**src/rtl/char_scroller_pkg.sv**
```systemverilog
// Shared glyph codes and active-low 7-segment table for the character scroller.
// Segment vectors are indexed bit 0 = a .. bit 6 = g.
package char_scroller_pkg;

  localparam logic [2:0] GLYPH_D     = 3'd0;
  localparam logic [2:0] GLYPH_E     = 3'd1;
  localparam logic [2:0] GLYPH_ONE   = 3'd2;
  localparam logic [2:0] GLYPH_BLANK = 3'd3;
  localparam logic [2:0] GLYPH_ZERO  = 3'd4;
  localparam logic [2:0] GLYPH_H     = 3'd5;
  localparam logic [2:0] GLYPH_L     = 3'd6;
  localparam logic [2:0] GLYPH_P     = 3'd7;

  // Bit i is segment i, so each entry reads g..a from left to right.
  localparam logic [6:0] SEG_TABLE [8] = '{
    7'b0100001,  // d
    7'b0000110,  // E
    7'b1111001,  // 1
    7'b1111111,  // blank
    7'b1000000,  // 0
    7'b0001001,  // H
    7'b1000111,  // L
    7'b0001100   // P
  };

  // Power-up message: d, E, 1, then blanks.
  function automatic logic [2:0] init_code(input int unsigned idx);
    case (idx)
      0:       return GLYPH_D;
      1:       return GLYPH_E;
      2:       return GLYPH_ONE;
      default: return GLYPH_BLANK;
    endcase
  endfunction

endpackage

```
**src/rtl/seg7_glyph.sv**
```systemverilog
// Maps one 3-bit glyph code to its 7 active-low segments.
module seg7_glyph
  import char_scroller_pkg::*;
(
  input  logic [2:0] code_i,
  output logic [6:0] seg_o
);

  assign seg_o = SEG_TABLE[code_i];

endmodule

```
**src/rtl/char_scroller.sv**
```systemverilog
// Scrolling message across N_DIGITS 7-segment digits, auto or single-step.
// Optional macro CHAR_SCROLLER_BLINK_EN adds a blink input that blanks on alternate ticks.
module char_scroller
  import char_scroller_pkg::*;
#(
  parameter int unsigned N_DIGITS = 3,
  parameter int unsigned N_CHARS  = 4,
  parameter int unsigned TICK_DIV = 50000000,
  localparam int unsigned AW = (N_CHARS > 2) ? $clog2(N_CHARS) : 1
) (
  input  logic                  Clock,
  input  logic                  Resetn,
`ifdef CHAR_SCROLLER_BLINK_EN
  input  logic                  blink,
`endif
  input  logic                  enable,
  input  logic                  dir,
  input  logic                  step,
  input  logic                  wr_en,
  input  logic [AW-1:0]         wr_addr,
  input  logic [2:0]            wr_code,
  output logic [7*N_DIGITS-1:0] hex,
  output logic [AW-1:0]         pos,
  output logic                  tick
);

  localparam int unsigned CW = (TICK_DIV > 1) ? $clog2(TICK_DIV) : 1;

  function automatic logic [7*N_DIGITS-1:0] hex_reset();
    logic [7*N_DIGITS-1:0] v;
    v = '1;
    for (int unsigned j = 0; j < N_DIGITS; j++)
      v[7*j +: 7] = SEG_TABLE[init_code((N_DIGITS - 1 - j) % N_CHARS)];
    return v;
  endfunction

  localparam logic [7*N_DIGITS-1:0] HEX_RST = hex_reset();

  logic [CW-1:0]         cnt_q, cnt_d;
  logic [AW-1:0]         pos_q, pos_d;
  logic                  step_q, step_prev_q;
  logic [2:0]            msg_q [N_CHARS];
  logic [7*N_DIGITS-1:0] hex_q, hex_d;
  logic [7*N_DIGITS-1:0] seg;
  logic                  run, blank, move, step_edge, wr_ok;

`ifdef CHAR_SCROLLER_BLINK_EN
  logic blank_q, blank_d;

  assign run     = enable | blink;
  assign blank   = blank_q;
  assign blank_d = blink ? (blank_q ^ tick) : 1'b0;

  always_ff @(posedge Clock or negedge Resetn) begin
    if (!Resetn) blank_q <= 1'b0;
    else         blank_q <= blank_d;
  end
`else
  assign run   = enable;
  assign blank = 1'b0;
`endif

  // Gated by Resetn so tick is low during reset even when TICK_DIV is 1.
  assign tick  = Resetn && run && (cnt_q == CW'(TICK_DIV - 1));
  assign cnt_d = (!run || tick) ? '0 : cnt_q + CW'(1);

  assign step_edge = step_q & ~step_prev_q;
  assign move      = enable ? tick : step_edge;

  always_comb begin
    pos_d = pos_q;
    if (move) begin
      if (dir) pos_d = (pos_q == '0) ? AW'(N_CHARS - 1) : pos_q - AW'(1);
      else     pos_d = (pos_q == AW'(N_CHARS - 1)) ? '0 : pos_q + AW'(1);
    end
  end

  always_ff @(posedge Clock or negedge Resetn) begin
    if (!Resetn) begin
      cnt_q       <= '0;
      pos_q       <= '0;
      step_q      <= 1'b0;
      step_prev_q <= 1'b0;
    end else begin
      cnt_q       <= cnt_d;
      pos_q       <= pos_d;
      step_q      <= step;
      step_prev_q <= step_q;
    end
  end

  assign wr_ok = (32'(wr_addr) < N_CHARS);

  always_ff @(posedge Clock or negedge Resetn) begin
    if (!Resetn) begin
      for (int unsigned i = 0; i < N_CHARS; i++) msg_q[i] <= init_code(i);
    end else if (wr_en && wr_ok) begin
      msg_q[wr_addr] <= wr_code;
    end
  end

  for (genvar j = 0; j < N_DIGITS; j++) begin : g_digit
    localparam int unsigned OFF = N_DIGITS - 1 - j;
    logic [AW-1:0] idx;

    assign idx = AW'((32'(pos_q) + OFF) % N_CHARS);

    seg7_glyph u_glyph (
      .code_i (msg_q[idx]),
      .seg_o  (seg[7*j +: 7])
    );
  end

  assign hex_d = blank ? '1 : seg;

  always_ff @(posedge Clock or negedge Resetn) begin
    if (!Resetn) hex_q <= HEX_RST;
    else         hex_q <= hex_d;
  end

  assign hex = hex_q;
  assign pos = pos_q;

endmodule

```
**config.mk**
```make
export PLATFORM = sky130hd
export DESIGN_NAME = char_scroller
export DESIGN_NICKNAME = d
export VERILOG_FILES = /design/src/rtl/char_scroller_pkg.sv /design/src/rtl/seg7_glyph.sv /design/src/rtl/char_scroller.sv
export SDC_FILE = /design/constraint.sdc
export NUM_CORES = 1
export LEC_CHECK = 0
export CAP_MARGIN = 10
export CORE_MARGIN = 5
export CORE_UTILIZATION = 55
export DETAILED_ROUTE_END_ITERATION = 16
export DONT_BUFFER_PORTS = 1
export PLACE_DENSITY = 0.82
export SYNTH_ARGS = -nofsm -noshare
export SYNTH_HDL_FRONTEND = slang
export SYNTH_SLANG_ARGS = --single-unit
export TNS_END_PERCENT = 20
```
**constraint.sdc**
```tcl
create_clock -name Clock -period 3.04 [get_ports Clock]
set_clock_uncertainty 0.1 [all_clocks]
set_input_delay 0.608 -clock Clock [delete_from_list [all_inputs] [get_ports Clock]]
set_output_delay 0.608 -clock Clock [all_outputs]
set_load 0.05 [all_outputs]
```
==> impl_metrics.ini, run 1 <==
[clock_network]
cts_tree = done
cts_hold_buf = 1
ctsResizeCount = 0
path_clk_slew_ns = 0.07
cts.sinks = 63
cts_made_buffers = 9
cts_max_level = 3
cts_buffer_depth = 2
cts_setup_buffers = 0
cts_root_buf = clkbuf_8
clk-insertion-delay-late_ns = 0.34

[synth]
synthXorXnorAreaFrac_pct = 6.77
ys_ff_latch = 63
ys_async_sr_fraction_pct = 100
syn-instance-count = 258
mappedNetlistArea_um2 = 2980
ys_seq_area_share_pct = 53.5
synth_top_family_by_area = simple AND/OR/NAND/NOR gates
yosys.area_share.simple_pct = 17.4
yosys.area_share.adder_pct = 3.78
syn_avg_cell_area_um2 = 11.5
synth_compound_area_share_pct = 2.90
synthMuxAreaShare_pct = 12.4
syn_nets = 278
synth_cell_types = 36
synth_edf_count = 0
yosysWarnings = 0
ys.flop_type = dfrtp_1

[timing]
rsz0062_at_grt = false
slew_violations = 0
finalWorstSetupSlack_ns = 0.212
slew_headroom_pct = 61.2
hold_violations = 0
fin_crit_ns = 2.83
tns_ns = 0
setup_viol = 0
worst_slew_pin_slew_ns = 0.581
fmax_mhz = 354
period_share_pct = 93.0

[cells_and_area]
area_growth_pct = 10.3
fin_nets = 285
final_common_cell = dfrtp_1
mostFrequentLayoutCells = dfrtp_1, nor2_1, nand2_1, xor2_1, dfstp_2
antenna_cells = 0
drive_gt1_share_pct = 21.1

[floorplanning]
die_x_um = 83.6
die_area_um2 = 6980
coreArea_um2 = 5170
dieHeight_um = 83.6
pin_count = 35
start_util_pct = 57.5
rows = 26

[setup_path]
worstSetupPathType = register to output pin
worstPathCellList = or4b_1 -> nor4_2 -> nand2_1 -> inv_1
required_ns = 2.33
cp.arrival_ns = 2.12
cp_slowest_cell = or4b_1
r2r_end = cnt_q[3]
cp_max_fo = 6
r2r_slack_ns = 0.86
end_kind = output pin
rr_startpoint = cnt_q[8]
startpoint_type = register
reg2reg_depth = 5
max_stage_delay_ns = 0.53

[routing]
wirelength_um = 5730
via_per_inst = 5.59
wl_per_cell_um = 16.9
drt_iter0_drc = 165
drc = 0
dr.pass1.iters = 4
ant_nets = 0
dr_total_vias = 1902

[placed_design]
preCtsSetupSlack_ns = 0.475
io_buffers = 0
gp_congestion = 0.838
dpl.hpwl_um = 3710

[grt]
grt_pass1_wl_um = 9320
grt_usage_pct = 17.1
grt_max_degree = 51
antenna_found_initial = 0
grt_pass1_vias = 1881
grt_overflow = 0

[pwr]
power_density_nw_per_um2 = 1010
p_leak_nw = 1.44
ir_worst_vdd_mv = 0.633

[job]
drv_cap = 0

[hold_path]
hold_path.class = primary input to async pin

[outcome]
status = complete, no violations
through the flow:
stage          cell area, um2  utilization (%)  hold WS [ns]  total power, mW  cells
6_report                 3280             63.5        0.0113             3.32    340
5_1_grt                  3280             63.5        0.0135             3.51    340
4_1_cts                  3260             63.1      0.000293             3.34    338
3_5_place_dp             3030             58.5         0.215             2.57    321
3_3_place_gp             3030             58.5         0.215             2.53    321
2_1_floorplan            2980                -         0.212             2.38    258
cell usage after synthesis (3+ instances only):
| library cell | n | share of area (%) |
|---|---|---|
| nand2b_1 | 3 | 0.63 |
| nand2_1 | 26 | 3.3 |
| dfstp_2 | 13 | 11 |
| nor2_1 | 34 | 4.3 |
| inv_1 | 12 | 1.5 |
| mux4_2 | 9 | 6.8 |
| o21ai_0 | 6 | 1.0 |
| nor3b_1 | 3 | 0.76 |
| nand4_1 | 7 | 1.5 |
| and3_1 | 4 | 0.84 |
| o21a_1 | 3 | 0.76 |
| xnor2_1 | 7 | 2.1 |
| a21oi_1 | 5 | 0.84 |
| xor2_1 | 16 | 4.7 |
| mux2_2 | 12 | 4.5 |
| ha_1 | 9 | 3.8 |
| nand3_1 | 10 | 1.7 |
| clkbuf_1 | 5 | 0.63 |
| mux2i_1 | 3 | 1.0 |
| dfrtp_1 | 50 | 42 |
cell type report:
cell class,count,area [um2]
Clock buffer,13,169
Clock inverter,3,40.0
Fill cell,380,1890
Inverter,12,45.0
Multi-Input combinational cell,174,1290
Sequential cell,63,1590
Tap cell,70,87.6
Timing Repair Buffer,5,62.6
cell families (layout without fill, tap and decap cells):
group | after synthesis | count (layout)
compound gates | 15 | 15
xor+xnor | 23 | 23
fa+ha+maj | 9 | 9
buf+inv | 21 | 33
flops | 63 | 63
mux | 24 | 24
simple gates | 103 | 103
flip-flops by register name (all words and copies together), names as in the netlist:
name	count
cnt_q	26
hex	21
msg_q	12
pos	2
step_prev_q	1
step_q	1
worst max-delay path, delay by kind of cell (launching register included):
kind          cells  cell delay (ns)
buf+inv           1             0.36
flops             1             0.44
simple gates      3             0.99
routing by layer:
metal	wire length, um	vias to the layer above	track usage, %
li1	-	898	-
met1	2540	933	22.4
met4	170	0	8.33
met2	2710	56	25.7
met5	0	-	0
met3	319	15	5.43
worst max-delay path by stage:
| stage | start | endpoint | slack (ns) | depth (start not counted) |
|---|---|---|---|---|
| 2_1_floorplan | pos[0] | hex[7] | 0.48 | 6 |
| 3_3_place_gp | enable | tick | 0.51 | 4 |
| 3_5_place_dp | enable | tick | 0.47 | 4 |
| 4_1_cts | cnt_q[8] | tick | 0.19 | 4 |
| 5_1_grt | cnt_q[0] | tick | 0.12 | 5 |
| 6_report | cnt_q[8] | tick | 0.21 | 4 |
where the power goes:
group          leakage [nW]  switching [mW]  internal [mW]
Sequential            0.783           0.577           1.09
Clock                 0.109           0.311          0.443
Combinational         0.543           0.512          0.380
Note: power is estimated with default switching activity, not from simulation.
==> inputs of run 2 (changes only) <==
--- a/config.mk
+++ b/config.mk
@@ -6,11 +6,10 @@
 export NUM_CORES = 1
 export LEC_CHECK = 0
 export CAP_MARGIN = 10
-export CORE_MARGIN = 5
-export CORE_UTILIZATION = 55
+export CORE_UTILIZATION = 45
 export DETAILED_ROUTE_END_ITERATION = 16
 export DONT_BUFFER_PORTS = 1
-export PLACE_DENSITY = 0.82
+export PLACE_DENSITY = 0.72
 export SYNTH_ARGS = -nofsm -noshare
 export SYNTH_HDL_FRONTEND = slang
 export SYNTH_SLANG_ARGS = --single-unit
==> run 2 against run 1 <==
  * Critical endpoint unchanged
  * Hold slack better by 0.035 ns
  * Register-to-register slack about the same
  * Power down 3.3%
  * Via count down 4.3%
  * Largest power group unchanged
  * Clock-buffer cell count up 1
  * Final area down 1.3%
  * Sequential power about the same
  * Highest routed layer unchanged
  * Non-clock buffer count down 2
  * Flip-flop and latch count unchanged
  * Critical path depth unchanged
  * First-iteration DRC count down 49%
  * Fmax down 0.49%
==> impl_metrics.ini, run 2 (synthesis results as in run 1) <==
[outcome]
status = complete, no violations

[cells_and_area]
design_area_um2 = 3240
mostFrequentLayoutCells = dfrtp_1, nor2_1, nand2_1, xor2_1, dfstp_2
final_util_pct = 51.0
final_common_cell = dfrtp_1
fin_nets = 283
largest_reg_flops = 26
regMostFlops = cnt_q
antenna_cells = 0
drive_gt1_share_pct = 19.8
area_growth_pct = 8.92

[setup_path]
worstPathCellList = or4b_1 -> nor4_2 -> nand2_1 -> inv_1
r2r_slack_ns = 0.86
cp_top_family = simple AND/OR/NAND/NOR gates
rr_startpoint = cnt_q[8]
r2r_end = cnt_q[17]
critPathBufInv = 1
startpoint = cnt_q[8]
end_kind = output pin
max_stage_delay_ns = 0.54
cp_max_fo = 6
required_ns = 2.33
cp_slowest_cell = or4b_1
cp.arrival_ns = 2.13
cp-endpoint = tick
reg2reg_depth = 5
worstSetupPathType = register to output pin
cp.depth = 4
startpoint_type = register

[timing]
fmax_mhz = 352
setup_viol = 0
fin_crit_ns = 2.84
hold_violations = 0
slew_headroom_pct = 61.5
worst_slew_pin_slew_ns = 0.575
tns_ns = 0
period_share_pct = 93.5
finalWorstSetupSlack_ns = 0.198
slew_violations = 0
holdWs_ns = 0.0465
rsz0062_at_grt = false

[routing]
dr_total_vias = 1820
via_per_inst = 5.28
wl_per_cell_um = 14.9
dr.pass1.iters = 4
wirelength_um = 5140
drt_iter0_drc = 84
drc = 0
ant_nets = 0

[clock_network]
path_clk_slew_ns = 0.06
cts_setup_buffers = 0
cts.sinks = 63
clk-insertion-delay-late_ns = 0.33
cts_made_buffers = 9
cts_max_level = 3
cts_tree = done
cts_buffer_depth = 2
cts_root_buf = clkbuf_8

[placed_design]
gp_congestion = 0.779
placed_area_um2 = 3040
io_buffers = 0
dpl.hpwl_um = 3510
preCtsSetupSlack_ns = 0.457

[floorplanning]
start_util_pct = 46.9
coreArea_um2 = 6350
die_x_um = 83.3
die_area_um2 = 6940
pin_count = 35
dieHeight_um = 83.3
rows = 29

[pwr]
ir_worst_vdd_mv = 0.650
p_leak_nw = 1.41
power_density_nw_per_um2 = 989

[grt]
grt_overflow = 0
antenna_found_initial = 0
grt_pass1_vias = 1843
grt_usage_pct = 16.4
grt_pass1_wl_um = 8780
use_met3_pct = 5.77
gr-usage-met2_pct = 25.4
grt.busiest_layer = met2
grt_max_degree = 64
met1_usage_pct = 20.8

[hold_path]
hold_path.class = primary input to async pin

[job]
drv_cap = 0
run 2: how the worst min path moves through the flow:
stage | startpoint | to | slack [ns]
after CTS | Resetn | cnt_q[14] | 0.03
after global placement | Resetn | cnt_q[8] | 0.21
after detailed placement | Resetn | cnt_q[8] | 0.21
final | Resetn | cnt_q[24] | 0.05
after global routing | Resetn | cnt_q[4] | 0.05
after floorplan | Resetn | cnt_q[0] | 0.21
run 2: per-stage QoR:
step | instances | power [mW]
global placement | 328 | 2.52
CTS | 345 | 3.27
floorplan | 258 | 2.38
finish | 345 | 3.21
detailed placement | 328 | 2.55
global route | 345 | 3.43
run 2: per-layer routing:
layer / vias to the layer above / part of all wire (%)
met2: 25 / 49
li1: 895 / -
met3: 6 / 4.6
met4: 0 / 1.8
met1: 894 / 44
met5: - / 0
run 2: cell type report:
| cell class | instances | area [um2] |
|---|---|---|
| fillers | 556 | 3110 |
| flip-flops and latches | 63 | 1590 |
| multi-input cells | 174 | 1290 |
| clock buffers | 14 | 143 |
| well taps | 77 | 96.3 |
| inverters | 12 | 45.0 |
| repair buffers | 3 | 42.5 |
| clock inverters | 2 | 35.0 |
run 2: power by group:
part           switching [mW]  internal [mW]
sequential              0.572           1.09
combinational           0.491          0.378
clock                   0.293          0.379
run 2: worst reg2reg max path, cell delays in order (launching register included):
cell and delay, ns:
dfrtp_1 0.44, or4b_1 0.54, nor4_2 0.32, nand2_1 0.15, nand2_2 0.40, nor2_1 0.11
run 2: what timing repair did:
item | in CTS | in global routing
hold buffers | 1 | 0
hold endpoints to repair | 63 | 0
resized for setup | 0 | 0
endpoints found under the setup margin | 0 | 0
==> inputs of run 3 (changes only) <==
--- a/config.mk
+++ b/config.mk
@@ -5,6 +5,7 @@
 export SDC_FILE = /design/constraint.sdc
 export NUM_CORES = 1
 export LEC_CHECK = 0
+export ABC_AREA = 1
 export CAP_MARGIN = 10
 export CORE_UTILIZATION = 45
 export DETAILED_ROUTE_END_ITERATION = 16
==> run 3 against run 2 <==
  * Die area increased by 9.0%
  * Synthesized cell count is 63% higher
  * Hold slack worse by 0.028 ns
  * Clock power up 13%
  * Sequential share of layout area down 4.8 points
  * Final area is 11% higher
  * First-iteration DRC count rose by 70%
  * Register-to-register slack lost 0.20 ns
  * Synthesized area is 9.2% higher
  * Flip-flop and latch count stayed put
  * Via count is 41% higher
  * Critical endpoint unchanged
==> impl_metrics.ini, run 3 <==
[timing]
slew_violations = 0
fin_crit_ns = 2.65
slew_headroom_pct = 69.1
setup_viol = 0
rsz0062_at_grt = false
fmax_mhz = 377
period_share_pct = 87.1
tns_ns = 0
finalWorstSetupSlack_ns = 0.391
hold_violations = 0
holdWs_ns = 0.0186
worst_slew_pin_slew_ns = 0.463

[synth]
mappedNetlistArea_um2 = 3250
netlist_top_cells_count = nand2_1, nor2_1, inv_1, dfrtp_1, o21ai_0
ys_ff_latch = 63
syn-instance-count = 420
synth_edf_count = 0
yosys.area.top_type_share_pct = 38.5
ys_async_sr_fraction_pct = 100
synth_area_leaders = dfrtp_1, nand2_1, dfstp_2
synth_most_common_cell = nand2_1
synth_cell_types = 22
syn_avg_cell_area_um2 = 7.74
syn_nets = 440
yosysWarnings = 0
ys.flop_type = dfrtp_1
ys_seq_area_share_pct = 49.0
yosys.area.top_type = dfrtp_1

[routing]
dr_total_vias = 2558
wl_per_cell_um = 12.4
ant_nets = 0
drt_iter0_drc = 143
via_per_inst = 4.81
wirelength_um = 6590
dr.pass1.iters = 4
drc = 0

[setup_path]
cp_top_family = buffers and inverters
startpoint = cnt_q[0]
rr_startpoint = pos[1]
cp_slowest_cell = dfrtp_1
cp.arrival_ns = 1.94
end_kind = output pin
startpoint_type = register
critPathBufInv = 2
cp_max_fo = 6
worstPathCellList = ha_1 -> nand3_2 -> inv_2 -> nand2_1 -> nor2_1 -> nand2_2 -> inv_1
required_ns = 2.33
worstSetupPathType = register to output pin
max_stage_delay_ns = 0.43

[clock_network]
path_clk_slew_ns = 0.07
clk-insertion-delay-late_ns = 0.35
cts.sinks = 63
cts_max_level = 3
cts_root_buf = clkbuf_8
cts_tree = done
cts_made_buffers = 9
cts_setup_buffers = 0
cts_buffer_depth = 2

[floorplanning]
die_area_um2 = 7560
rows = 30
die_x_um = 87.0
pin_count = 35
dieHeight_um = 87.0
coreArea_um2 = 6870
start_util_pct = 47.3

[placed_design]
gp_congestion = 0.874
dp_cells = 514
placed_area_um2 = 3350
io_buffers = 0
dpl.hpwl_um = 4670
preCtsSetupSlack_ns = 0.699

[outcome]
status = complete, no violations

[pwr]
power_density_nw_per_um2 = 908
ir_worst_vdd_mv = 0.507
p_leak_nw = 1.67
power_mw = 3.26

[hold_path]
hold_path.class = primary input to async pin

[cells_and_area]
antenna_cells = 0
mostFrequentLayoutCells = nand2_1, nor2_1, inv_1, dfrtp_1, o21ai_0
fin_nets = 451
finalNonFillerCells = 532
final_common_cell = nand2_1
area_growth_pct = 10.6
largest_reg_flops = 26
drive_gt1_share_pct = 10.3
num-fill-cells = 683
design_area_um2 = 3590
regMostFlops = cnt_q
final_util_pct = 52.3

[grt]
grt_pass1_wl_um = 11100
grt_pass1_vias = 2418
grt_usage_pct = 19.6
antenna_found_initial = 0
grt_overflow = 0
grt_max_degree = 62

[job]
drv_cap = 0
==> run 3: cell families (layout without fill, tap and decap cells) <==
logic type / after synthesis / count (layout) / share of synthesized area [%]
AOI/OAI and AO/OA: 43 / 43 / 7.51
DFF: 63 / 63 / 49.0
and+or+nand+nor: 228 / 228 / 27.8
adders and majority gates: 9 / 9 / 3.47
xor gates and xnor gates: 16 / 16 / 4.31
buffers and inverters: 61 / 77 / 7.86
==> run 3: final timing paths <==
check / endpoint / slack, ns / cells past startpoint
worst min-delay path: cnt_q[23] / 0.02 / 1
worst max register to register: hex[7] / 0.66 / 11
max in group asynchronous: hex[0] / 2.16 / 1
worst min register to register: step_prev_q / 0.30 / 0
worst max-delay path: tick / 0.39 / 7
min in group Clock: step_q / 0.18 / 0
==> run 3: per-layer routing <==
layer	part of all wire (%)	GRT usage, %	vias up	wire, um
met5	0	0	-	0
met4	2.7	10.9	0	175
met3	6.0	5.12	15	397
met2	45	29.0	58	2950
met1	47	26.1	1172	3070
li1	-	-	1313	-
==> run 3: cell type report <==
class                           count  area, um2  area share [%]
Clock buffer                       13        169            4.70
Clock inverter                      3       40.0            1.11
Inverter                           56        210            5.85
Multi-Input combinational cell    296       1400            39.0
Sequential cell                    63       1590            44.3
Tap cell                           96        120            3.34
Timing Repair Buffer                5       60.1            1.67
==> run 3: power breakdown <==
part           internal [mW]  switching, mW
Sequential              1.09          0.579
Clock                  0.443          0.315
Combinational          0.273          0.564
Total                   1.80           1.46
==> run 3: what timing repair did <==
item | in CTS | in global routing
gates resized for setup | 0 | 0
hold buffers | 2 | 0
endpoints found under the hold margin | 61 | 0
